### config.mk
export PLATFORM = sky130hd
export DESIGN_NAME = pipe_stage_skid_reg
export DESIGN_NICKNAME = d
export VERILOG_FILES = /design/src/rtl/pipe_stage_skid_reg.sv
export SDC_FILE = /design/constraint.sdc
export NUM_CORES = 1
export LEC_CHECK = 0
export ABC_CLOCK_PERIOD_IN_PS = 4550
export BUFFER_PORTS_ARGS = -buffer_cell sky130_fd_sc_hd__buf_2
export CAP_MARGIN = 25
export CORE_ASPECT_RATIO = 2
export CORE_UTILIZATION = 55
export DETAILED_ROUTE_END_ITERATION = 12
export PLACE_DENSITY = 0.83
export SYNTH_ARGS = -nofsm -noshare
export SYNTH_HDL_FRONTEND = slang
export SYNTH_SLANG_ARGS = --single-unit
### constraint.sdc
create_clock -name clk -period 4.55 [get_ports clk]
set_clock_uncertainty 0.1 [all_clocks]
set_input_delay 0.91 -clock clk [delete_from_list [all_inputs] [get_ports clk]]
set_output_delay 0.91 -clock clk [all_outputs]
set_load 0.005 [all_outputs]
### src/rtl/pipe_stage_skid_reg.sv
// pipe_stage_skid_reg
//   Generic pipeline stage register with a valid/ready handshake and a two-entry skid
//   buffer. The payload is a single packed vector, so every stage (IF/ID, ID/EX, EX/MEM,
//   MEM/WB) uses the same module with its own struct width. in_ready comes straight from a
//   flop, so there is no combinational path from out_ready back to in_ready.
//
// Parameters
//   DATA_W    payload width in bits (>= 1)
//   CNT_W     stall counter width (only used when PIPE_STAGE_PERF_EN is defined)
//
// Ports
//   clk        rising-edge clock
//   rst_n      asynchronous active-low reset
//   flush      synchronous flush; all held entries become bubbles
//   in_valid   upstream presents in_data
//   in_ready   stage can accept (registered, = !skid_valid)
//   in_data    upstream payload
//   out_valid  out_data is valid
//   out_ready  downstream accepts this cycle
//   out_data   payload from the main register ('0 whenever out_valid = 0)
//   stall_cnt  saturating count of out_valid & !out_ready cycles (PIPE_STAGE_PERF_EN only)
//
// Build option
//   PIPE_STAGE_PERF_EN  adds the stall_cnt port and its counter.

module pipe_stage_skid_reg #(
   parameter int unsigned DATA_W = 32,
   parameter int unsigned CNT_W  = 16
) (
   input  logic              clk,
   input  logic              rst_n,
   input  logic              flush,
   input  logic              in_valid,
   output logic              in_ready,
   input  logic [DATA_W-1:0] in_data,
   output logic              out_valid,
   input  logic              out_ready,
   output logic [DATA_W-1:0] out_data
`ifdef PIPE_STAGE_PERF_EN
   ,
   output logic [CNT_W-1:0]  stall_cnt
`endif
);

   // Occupancy encoded as {skid_valid, main_valid}; 2'b10 cannot be reached.
   typedef enum logic [1:0] {
      StEmpty = 2'b00,
      StOne   = 2'b01,
      StTwo   = 2'b11
   } state_e;

   logic              main_valid_q, main_valid_d;
   logic              skid_valid_q, skid_valid_d;
   logic [DATA_W-1:0] main_data_q, main_data_d;
   logic [DATA_W-1:0] skid_data_q, skid_data_d;

   logic   accept;
   logic   drain;
   state_e state;

   assign state     = state_e'({skid_valid_q, main_valid_q});
   assign in_ready  = ~skid_valid_q;
   assign out_valid = main_valid_q;
   assign out_data  = main_data_q;

   assign accept = in_valid & in_ready;
   assign drain  = main_valid_q & out_ready;

   always_comb begin
      main_valid_d = main_valid_q;
      skid_valid_d = skid_valid_q;
      main_data_d  = main_data_q;
      skid_data_d  = skid_data_q;

      if (flush) begin
         // Flush beats accept and drain: anything taken this cycle is dropped.
         main_valid_d = 1'b0;
         skid_valid_d = 1'b0;
         main_data_d  = '0;
         skid_data_d  = '0;
      end else begin
         case (state)
            StEmpty: begin
               if (accept) begin
                  main_valid_d = 1'b1;
                  main_data_d  = in_data;
               end
            end
            StOne: begin
               if (accept && drain) begin
                  main_data_d = in_data;
               end else if (accept) begin
                  skid_valid_d = 1'b1;
                  skid_data_d  = in_data;
               end else if (drain) begin
                  // Clear the payload so an empty stage always shows a clean bubble.
                  main_valid_d = 1'b0;
                  main_data_d  = '0;
               end
            end
            StTwo: begin
               if (drain) begin
                  main_data_d  = skid_data_q;
                  skid_valid_d = 1'b0;
                  skid_data_d  = '0;
               end
            end
            default: begin
               main_valid_d = 1'b0;
               skid_valid_d = 1'b0;
               main_data_d  = '0;
               skid_data_d  = '0;
            end
         endcase
      end
   end

   always_ff @(posedge clk or negedge rst_n) begin
      if (!rst_n) begin
         main_valid_q <= 1'b0;
         skid_valid_q <= 1'b0;
         main_data_q  <= '0;
         skid_data_q  <= '0;
      end else begin
         main_valid_q <= main_valid_d;
         skid_valid_q <= skid_valid_d;
         main_data_q  <= main_data_d;
         skid_data_q  <= skid_data_d;
      end
   end

`ifdef PIPE_STAGE_PERF_EN
   logic [CNT_W-1:0] stall_cnt_q;

   // Saturating; flush deliberately leaves it alone so stalls survive pipeline redirects.
   always_ff @(posedge clk or negedge rst_n) begin
      if (!rst_n) begin
         stall_cnt_q <= '0;
      end else if (main_valid_q && !out_ready && (stall_cnt_q != '1)) begin
         stall_cnt_q <= stall_cnt_q + CNT_W'(1);
      end
   end

   assign stall_cnt = stall_cnt_q;
`else
   logic unused_cnt_w;
   assign unused_cnt_w = (CNT_W != 0);
`endif

endmodule
=== Word-level counts from Yosys, hierarchy flattened ===
Index checks and enable logic that the tools add are counted.

* Register bits after elaboration: 66
* Input bits: 37
* Logic and storage cells: 43

* Bitwise gates (word level): 3
* Reduce and logical (&&, ||, !) cells: 5
* Mux-type cells: 19
* Equal/unequal tests: 12

{| class="wikitable"
|+ Operators by type and width
! operator !! number
|-
| 32-bit two-way mux || 8
|-
| 32-bit one-hot mux with 3 select lines || 2
|-
| 3-bit inequality test, second input constant || 6
|-
| 4-bit inequality test, second input constant || 2
|-
| 4-bit AND reduction || 2
|-
| 1-bit two-way mux || 7
|-
| 1-bit one-hot mux with 3 select lines || 2
|-
| 5-bit AND reduction || 1
|-
| 2-bit inequality test, second input constant || 2
|-
| 1-bit AND || 2
|-
| 2-bit by 1-bit == test with 1-bit output, second input constant || 1
|-
| 2-bit == test, second input constant || 1
|-
| 2-bit logical NOT || 1
|-
| 1-bit logical AND || 1
|-
| 1-bit NOT || 1
|}

=== Depth between registers and ports, before layout ===
Gate-level depths: netlist of the first run.

* Word-level depth: 6
* Gate-level depth with buffers: 5
* Mapped depth without buffers: 3

=== Worst setup path before layout of the first run ===
No wires, ideal clock.

* Path kind: input to register
* Start: input port out_ready
* End: register skid_data_q[0]
* Path slack: 2,566 ps
* Path buffers: 1
* Stages on the path: 4
* Required time: 4,385 ps
* Arrival time: 1,819 ps
* Library setup time: 65 ps
* Path through: nand2b_2 a211oi_2 buf_6 a22o_1

* Cells in the longest elaborated chain, start to end: 4
* Elaborated cells on any way between the ends: 5

{| class="wikitable"
|+ Ends and longest elaborated chain
! item !! RTL line !! text
|-
| start, declared || 37 || <nowiki>input logic out_ready,</nowiki>
|-
| 1-bit AND * || 67 || <nowiki>assign drain = main_valid_q & out_ready;</nowiki>
|-
| 1-bit logical AND || 90 || <nowiki>if (accept && drain) begin</nowiki>
|-
| 3-bit inequality test (no source line) || n/a ||
|-
| 4-bit AND reduction (no source line) * || n/a ||
|-
| end signal, assigned || 128 || <nowiki>skid_data_q <= skid_data_d;</nowiki>
|-
| end, declared || 55 || <nowiki>logic [DATA_W-1:0] skid_data_q, skid_data_d;</nowiki>
|}

Every way passes the cells marked *; elsewhere a longest branch is shown, timed or not.
A chain may end at the register's enable or synchronous reset.

=== Worst setup path after layout of the first run ===
* Start: input port in_valid
* End: register main_data_q[29] (netlist: out_data[29])

* Cells in the longest elaborated chain, start to end: 5
* Elaborated cells on any way between the ends: 9

{| class="wikitable"
|+ Ends and longest elaborated chain
! item !! RTL line !! text
|-
| start, declared || 33 || <nowiki>input logic in_valid,</nowiki>
|-
| 1-bit AND * || 66 || <nowiki>assign accept = in_valid & in_ready;</nowiki>
|-
| 1-bit logical AND || 90 ||
|-
| 32-bit two-way mux || 90 ||
|-
| 32-bit one-hot mux with 3 select lines || 82 || <nowiki>case (state)</nowiki>
|-
| 32-bit two-way mux || 75 || <nowiki>if (flush) begin</nowiki>
|-
| end signal, assigned || 127 || <nowiki>main_data_q <= main_data_d;</nowiki>
|-
| end, declared || 54 || <nowiki>logic [DATA_W-1:0] main_data_q, main_data_d;</nowiki>
|}

Marked as above.

==> qor.csv, run 1 <==
metric;value;unit
outcome;finished clean;
Ant. Diodes;0;
top_reg_cell synth;dfrtp_1;
die width;51.8;µm
Total Negative Setup Slacks;0;ns
final wirelength;6620;µm
die area;5260;µm²
crit path time final;2.12;ns
DR vias;2154;
row count;35;
Synth Register Bits;66;
worst slew pin tran;1.03;ns
Synth area leader;dfrtp_1;
Synth top area share;60.6;%
commonest cells in the netlist;dfrtp_1, a22o_1, a32oi_1, o2bb2ai_1, clkbuf_1;
Leak Pwr;1.62;nW
DR iter-0 viols;110;
final hold violation count;0;
residual DRC count;0;
Max Cap Viol;0;
vias in the first global route;2215;
Rel. slew slack;31.6;%
core area;4690;µm²
Avg Cell Area, Syn;13.5;µm²
Yosys warnings;0;
RSZ-0062 raised after global routing;no;
hpwl dp;3920;µm
VDD IR max;0.303;mV
Setup crit end kind;register;
clock buffer depth;2;
largest net degree at the start of global routing;46;
worst setup path category;in2reg;
Seq/Total Area, Yosys;60.6;%
Pwr per Cell Area;406;nW/µm²
final instance area;3360;µm²
cts hold-fix bufs;0;
f_max;471;MHz
count of cell types in the netlist;23;
Clk Latency, worst-skew pair;0.34;ns
worst path required time;4.63;ns
layout cell share with drive strength beyond 1;35.5;%
Post-synth EDFFs;0;
root buffer cell;clkbuf_8;
postcts setup bufs;0;
TritonCTS sink count;66;
CP Max Fanout;32;
FF-to-FF setup slack;2.60;ns
Nets;305;
# setup viols final;0;
global-route wire length before repair;10900;µm
crit path max-delay cell type;a21o_1;
Antenna Nets Post-Route;0;
Synth-to-Final Area Change;23.3;%
initial antenna violation count;0;
Cell Chain, Critical Path;buf_2 > or3b_1 > a21o_1 > o2bb2ai_1;
Die Y;102;µm
critical path launch point type;primary input;
grt ovf;0;
wire length per cell;20.2;µm
DRT Pass-1 Iters;4;
worst path arrival time;2.20;ns
count leader, synth;dfrtp_1;
clock-pin slew on the worst setup and hold paths;0.07;ns
Max stage delay on crit path;0.80;ns
syn_nets;239;
Initial Util;58.2;%
IO Count;71;
Num CTS Buffers;9;
CTS tree;done;
Total GRT Usage;28.7;%
Mapped Cells;202;
Mapped Area;2730;µm²
htree depth;3;
RePlAce Congestion;0.732;
async set-or-reset flop fraction in the synthesized netlist;100;%
final period utilization;46.6;%
Port Buffers;70;
Hold Crit Class;in2async;
synth top area cells;dfrtp_1, a22o_1, a32oi_1;
Area after DPL;3090;µm²
vias per inst;6.57;
final max-slew violation count;0;
post-cts sizing count;0;
## layout make-up
type,instances,area (µm²)
Inverter,2,7.51
Tap cell,55,68.8
Clock inverter,4,97.6
Clock buffer,12,155
Sequential cell,66,1650
Fill cell,361,1320
Timing Repair Buffer,77,415
Multi-Input combinational cell,112,968
## where the power goes
part	switching [W]	internal, W
combinational	0.0000764	0.0000562
clock	0.000211	0.000394
sequential	0.0000160	0.000611
## kinds of logic (layout without fill, tap and decap cells)
logic type,count (synthesis),count (layout),synth area share [%]
flip-flops,66,66,60.6
AND/OR/NAND/NOR,10,10,2.43
AO/OA/AOI/OAI,102,102,32.6
buffers and inverters,24,95,4.40
## through the flow
step / util [%] / hold slack (ns) / cells / worst slack [ns] / power [W]
6_report: 71.8 / 0.268 / 328 / 2.43 / 0.00137
2_1_floorplan: - / 0.374 / 202 / 2.57 / 0.000702
3_3_place_gp: 66.0 / 0.370 / 311 / 2.10 / 0.000766
3_5_place_dp: 66.0 / 0.371 / 311 / 2.05 / 0.000768
4_1_cts: 71.4 / 0.393 / 327 / 2.42 / 0.00137
5_1_grt: 71.8 / 0.260 / 328 / 2.31 / 0.00142
## critical path: cells and delay by family
kind	cells	cell delay, ns
and+or+nand+nor	1	0.16
AOI/OAI and AO/OA	2	0.99
buffers and inverters	1	0.13
## layer usage
layer	global-route usage, %	vias to the layer above	part of all wire (%)
met4	13.7	0	1.5
met2	43.9	84	51
met3	6.31	8	4.9
met1	38.5	1103	42
met5	0	-	0
li1	-	959	-
## final timing paths
kind | cells past startpoint | to | startpoint
min | 1 | out_data[18]$_DFFE_PN0P_ | rst_n
min in group clk | 1 | out_data[7]$_DFFE_PN0P_ | out_data[7]$_DFFE_PN0P_
max in group asynchronous | 3 | out_data[4]$_DFFE_PN0P_ | rst_n
max reg2reg | 3 | out_data[29]$_DFFE_PN0P_ | skid_valid_q$_DFFE_PN0P_
min reg2reg | 1 | out_data[7]$_DFFE_PN0P_ | out_data[7]$_DFFE_PN0P_
max | 4 | out_data[29]$_DFFE_PN0P_ | in_valid
## layout by cell type (no fill, tap or decap), drive strengths merged
cell type	Yosys	routed
bufinv	0	3
o21ai	1	1
clkinvlp	0	1
nand2	1	1
a32oi	32	32
nor3	2	2
a22o	32	32
inv	2	2
and2	1	1
buf	9	77
or3	1	1
o2bb2ai	32	32
a21oi	2	2
a21o	1	1
clkbuf	13	12
and4bb	1	1
nor2	1	1
dfrtp	66	66
or3b	1	1
a21bo	1	1
a211oi	1	1
nand2b	2	2
## state kept, by name, summed over array words and instances (netlist names)
signal        cells
skid_valid_q      1
out_valid         1
out_data         32
skid_data_q      32
No activity file was read; power rests on OpenSTA's default activity.
==> run 2, diff against run 1 <==
ABC_CLOCK_PERIOD_IN_PS = 1900   (was 4550)
CORE_UTILIZATION = 47   (was 55)
PLACE_DENSITY = 0.75   (was 0.83)
clock period = 1.9 ns   (was 4.55 ns; I/O delays follow)
==> qor.csv, run 2 (synthesis gave the netlist of run 1 again) <==
metric;value;unit;change
Final Util;61.2;%;-11 points
commonest non-fill, non-tap cells in the layout;buf_2, dfrtp_1, a22o_1, a32oi_1, o2bb2ai_1;;
vias per inst;6.58;;+0.23%
worst path arrival time;1.35;ns;-0.85 ns
# setup viols final;0;;unchanged
Die Y;110;µm;+8.0%
DR vias;2205;;+2.4%
largest net degree at the start of global routing;67;;+46%
Clk Latency, worst-skew pair;0.34;ns;about the same
final max-slew violation count;0;;unchanged
outcome;finished clean;;
DRT Pass-1 Iters;4;;unchanged
wire length per cell;20.3;µm;+0.75%
global-route wire length before repair;10700;µm;-2.5%
CP Max Fanout;11;;-66%
die width;55.9;µm;+7.9%
clock-pin slew on the worst setup and hold paths;0.07;ns;about the same
post-cts sizing count;0;;unchanged
RePlAce Congestion;0.808;;+10%
worst slew pin tran;0.709;ns;-0.317 ns
Nets;307;;+0.66%
Num CTS Buffers;9;;unchanged
Critical path origin;skid_valid_q$_DFFE_PN0P_;;
VDD IR max;0.907;mV;+200%
Antenna Nets Post-Route;0;;unchanged
setup slack after layout;0.0668;ns;-2.36 ns
# fillers;465;;+29%
Pwr per Cell Area;898;nW/µm²;+120%
Initial Util;49.5;%;-8.8 points
FF-to-FF setup slack;0.17;ns;-2.43 ns
core area;5520;µm²;+18%
residual DRC count;0;;unchanged
die area;6130;µm²;+17%
reg2reg end;out_data[19]$_DFFE_PN0P_;;
layout cell share with drive strength beyond 1;35.6;%;+0.11 points
row count;38;;+8.6%
final hold violation count;0;;unchanged
IO Count;71;;unchanged
initial antenna violation count;0;;unchanged
post-place setup slack;0.221;ns;-1.83 ns
grt ovf;0;;unchanged
worst setup path category;reg2out;;
TritonCTS sink count;66;;unchanged
f_max;545;MHz;
Leak Pwr;1.61;nW;-0.49%
Total Negative Setup Slacks;0;ns;unchanged
Setup crit end kind;output port;;
clock buffer depth;2;;unchanged
critical path launch point type;register;;
final wirelength;6810;µm;+2.9%
crit path time final;1.83;ns;
final period utilization;96.5;%;
root buffer cell;clkbuf_8;;
Reg2Reg Depth;3;;unchanged
CP endpoint;in_ready;;
vias in the first global route;2084;;-5.9%
Total GRT Usage;23.1;%;-5.5 points
Max Cap Viol;0;;unchanged
Rel. slew slack;52.7;%;+21 points
postcts setup bufs;0;;unchanged
RSZ-0062 raised after global routing;no;;
Port Buffers;70;;unchanged
Synth-to-Final Area Change;23.8;%;
hpwl dp;4030;µm;+2.7%
worst path required time;1.42;ns;-3.21 ns
commonest non-fill, non-tap cell in the layout;buf_2;;
CTS tree;done;;
Ant. Diodes;0;;unchanged
FF-to-FF Start;out_valid$_DFFE_PN0P_;;
htree depth;3;;unchanged
Hold Crit Class;in2reg;;
DR iter-0 viols;119;;+8.2%
-- run 2: cell count changes in the layout (fill, tap and decap cells not counted) --
cell	change
buf_12	+3
buf_4	-2
bufinv_16	-2
clkbuf_8	-1
clkinv_4	+1
clkinvlp_4	+1
dlygate4sd3_1	+1
inv_6	+1
-- run 2: how the worst min path moves through the flow --
stage,start,end,slack (ns),cells after the start
2_1_floorplan,rst_n,out_data[0]$_DFFE_PN0P_,-0.02,0
3_3_place_gp,rst_n,out_data[28]$_DFFE_PN0P_,0.32,2
3_5_place_dp,rst_n,out_data[28]$_DFFE_PN0P_,0.32,2
4_1_cts,in_data[6],skid_data_q[6]$_DFFE_PN0P_,0.15,2
5_1_grt,in_data[0],skid_data_q[0]$_DFFE_PN0P_,0.16,2
6_report,in_data[6],skid_data_q[6]$_DFFE_PN0P_,0.17,2
-- run 2: metrics by stage --
step | total power (W) | hold slack, ns | instances | cell area, µm²
after floorplan | 0.00168 | -0.0156 | 202 | 2730
final | 0.00303 | 0.167 | 335 | 3380
after global placement | 0.00185 | 0.318 | 318 | 3160
after detailed placement | 0.00186 | 0.324 | 318 | 3160
after CTS | 0.00306 | 0.152 | 335 | 3380
after global routing | 0.00316 | 0.159 | 335 | 3380
-- run 2: area by class of cell --
cell class / count / area [µm²] / area share (%)
flip-flops and latches: 66 / 1650 / 48.9
multi-input cells: 112 / 968 / 28.7
repair buffers: 79 / 470 / 13.9
clock buffers: 11 / 141 / 4.19
well taps: 60 / 75.1 / 2.22
clock inverters: 5 / 62.6 / 1.85
inverters: 2 / 7.51 / 0.222
-- run 2: where the power goes --
part | internal [W] | switching, W | total (W)
Combinational | 0.000146 | 0.000186 | 0.000332
Clock | 0.000649 | 0.000550 | 0.00120
Sequential | 0.00146 | 0.0000383 | 0.00150
-- run 2: what timing repair did --
item                                    4_1_cts  5_1_grt
endpoints found under the setup margin        0        0
hold buffers                                  1        0
hold endpoints to repair                     66        0
-- run 2: critical path, stage by stage (launching register included) --
cell	delay, ns
dfrtp_1	0.48
inv_1	0.34
buf_2	0.20
-- run 2: routing by layer --
layer	vias to the layer above	track usage [%]	wire length [µm]
met5	-	0	0
met4	0	12.5	223
met3	18	4.59	351
met2	91	35.9	3500
met1	1128	30.7	2740
li1	968	-	-
==> run 3, diff against run 2 <==
==> constraint.sdc (replaced) <==
create_clock -name clk -period 1.9 [get_ports clk]
set_clock_uncertainty 0.1 [all_clocks]
set_input_delay 0.095 -clock clk [delete_from_list [all_inputs] [get_ports clk]]
set_output_delay 0.095 -clock clk [all_outputs]
set_load 0.005 [all_outputs]
==> qor.csv, run 3 (synthesis gave the netlist of run 1 again) <==
metric;value;unit;change
Total GRT Usage;26.2;%;+3.0 points
final wirelength;7390;µm;+8.5%
root buffer cell;clkbuf_8;;
largest net degree at the start of global routing;67;;unchanged
htree depth;3;;unchanged
Initial Util;49.5;%;unchanged
Final Util;68.1;%;+6.9 points
commonest non-fill, non-tap cell in the layout;buf_2;;
final hold violation count;0;;unchanged
Ant. Diodes;0;;unchanged
crit path time final;1.79;ns;-0.0417 ns
global-route wire length before repair;12000;µm;+12%
clock-pin slew on the worst setup and hold paths;0.07;ns;about the same
worst setup path category;reg2reg;;
die area;6130;µm²;unchanged
FF-to-FF Start;skid_valid_q$_DFFE_PN0P_;;
vias in the first global route;2448;;+17%
DR vias;2364;;+7.2%
Synth-to-Final Area Change;37.8;%;
hpwl dp;4310;µm;+7.0%
VDD IR max;1.16;mV;+28%
worst path required time;2.06;ns;+0.64 ns
layout cell share with drive strength beyond 1;32.8;%;-2.8 points
Nets;346;;+13%
final max-slew violation count;0;;unchanged
Antenna Nets Post-Route;0;;unchanged
outcome;finished clean;;
vias per inst;6.32;;-4.0%
clock buffer depth;2;;unchanged
IO Count;71;;unchanged
initial antenna violation count;0;;unchanged
worst path arrival time;1.95;ns;+0.60 ns
Reg2Reg Depth;4;;+1
Hold Crit Class;in2reg;;
Setup crit end kind;register;;
reg2reg end;out_data[8]$_DFFE_PN0P_;;
Port Buffers;70;;unchanged
postcts setup bufs;0;;unchanged
Num CTS Buffers;9;;unchanged
post-place setup slack;0.0994;ns;-0.122 ns
DR iter-0 viols;130;;+9.2%
Clk Latency, worst-skew pair;0.34;ns;about the same
commonest non-fill, non-tap cells in the layout;buf_2, dfrtp_1, dlygate4sd3_1;;
Pwr per Cell Area;845;nW/µm²;-5.8%
DRT Pass-1 Iters;4;;unchanged
row count;38;;unchanged
post-cts sizing count;0;;unchanged
worst slew pin tran;0.688;ns;-0.0217 ns
# setup viols final;0;;unchanged
final period utilization;94.3;%;-2.2 points
RSZ-0062 raised after global routing;no;;
Rel. slew slack;54.2;%;+1.4 points
FF-to-FF setup slack;0.11;ns;-0.06 ns
grt ovf;0;;unchanged
hold path endpoint;skid_valid_q$_DFFE_PN0P_;;
die width;55.9;µm;unchanged
CTS tree;done;;
CP Max Fanout;9;;-2
residual DRC count;0;;unchanged
wire length per cell;19.8;µm;-2.8%
setup slack after layout;0.108;ns;+0.0417 ns
hold path start;out_ready;;
hold depth;3;;+1
TritonCTS sink count;66;;unchanged
RePlAce Congestion;0.809;;about the same
f_max;558;MHz;+2.3%
critical path launch point type;register;;
core area;5520;µm²;unchanged
Max Cap Viol;0;;unchanged
Total Negative Setup Slacks;0;ns;unchanged
Leak Pwr;1.79;nW;+11%
Die Y;110;µm;unchanged
==> run 3: worst max-delay path by stage <==
stage	start	to	slack [ns]	depth (start not counted)
after global routing	skid_valid_q$_DFFE_PN0P_	out_data[4]$_DFFE_PN0P_	0.01	4
after CTS	skid_valid_q$_DFFE_PN0P_	out_data[8]$_DFFE_PN0P_	0.1	4
final	skid_valid_q$_DFFE_PN0P_	out_data[8]$_DFFE_PN0P_	0.11	4
after floorplan	skid_valid_q$_DFFE_PN0P_	out_data[10]$_DFFE_PN0P_	0.39	4
after detailed placement	skid_valid_q$_DFFE_PN0P_	out_data[11]$_DFFE_PN0P_	0.1	4
after global placement	skid_valid_q$_DFFE_PN0P_	out_data[13]$_DFFE_PN0P_	0.18	4
==> run 3: through the flow <==
stage | total power (W) | instances | instance area, µm² | hold slack, ns
floorplan | 0.00168 | 202 | 2730 | -0.301
global placement | 0.00186 | 322 | 3180 | 0.0328
detailed placement | 0.00186 | 322 | 3180 | 0.0403
CTS | 0.00320 | 374 | 3760 | 0.0595
global route | 0.00330 | 374 | 3760 | 0.0780
finish | 0.00318 | 374 | 3760 | 0.0798
==> run 3: worst max-delay path: stages, from the launching register on <==
cell	delay [ns]
dfrtp_1	0.47
or3_1	0.43
a21oi_2	0.34
buf_4	0.25
o2bb2ai_1	0.13
==> run 3: repair_timing <==
action,CTS,global route
setup endpoints to repair,0,0
hold endpoints to repair,130,0
hold buffers,36,0
==> run 3: layout make-up <==
type,instances,area [µm²]
sequential,66,1650
inverter,2,7.51
tap,60,75.1
timing repair buffer,118,838
clock inverter,7,93.8
multi-input combinational,112,968
fill,424,1760
clock buffer,9,124
==> run 3: metal layers <==
metal  track usage (%)  share of wire [%]
met5                 0                  0
met4              13.9                3.7
met3              6.71                5.7
met2              42.2                 51
met1              32.4                 39
==> run 3: power breakdown <==
group	internal (W)	total, W	switching (W)
Sequential	0.00146	0.00150	0.0000390
Clock	0.000735	0.00128	0.000544
Combinational	0.000196	0.000396	0.000199
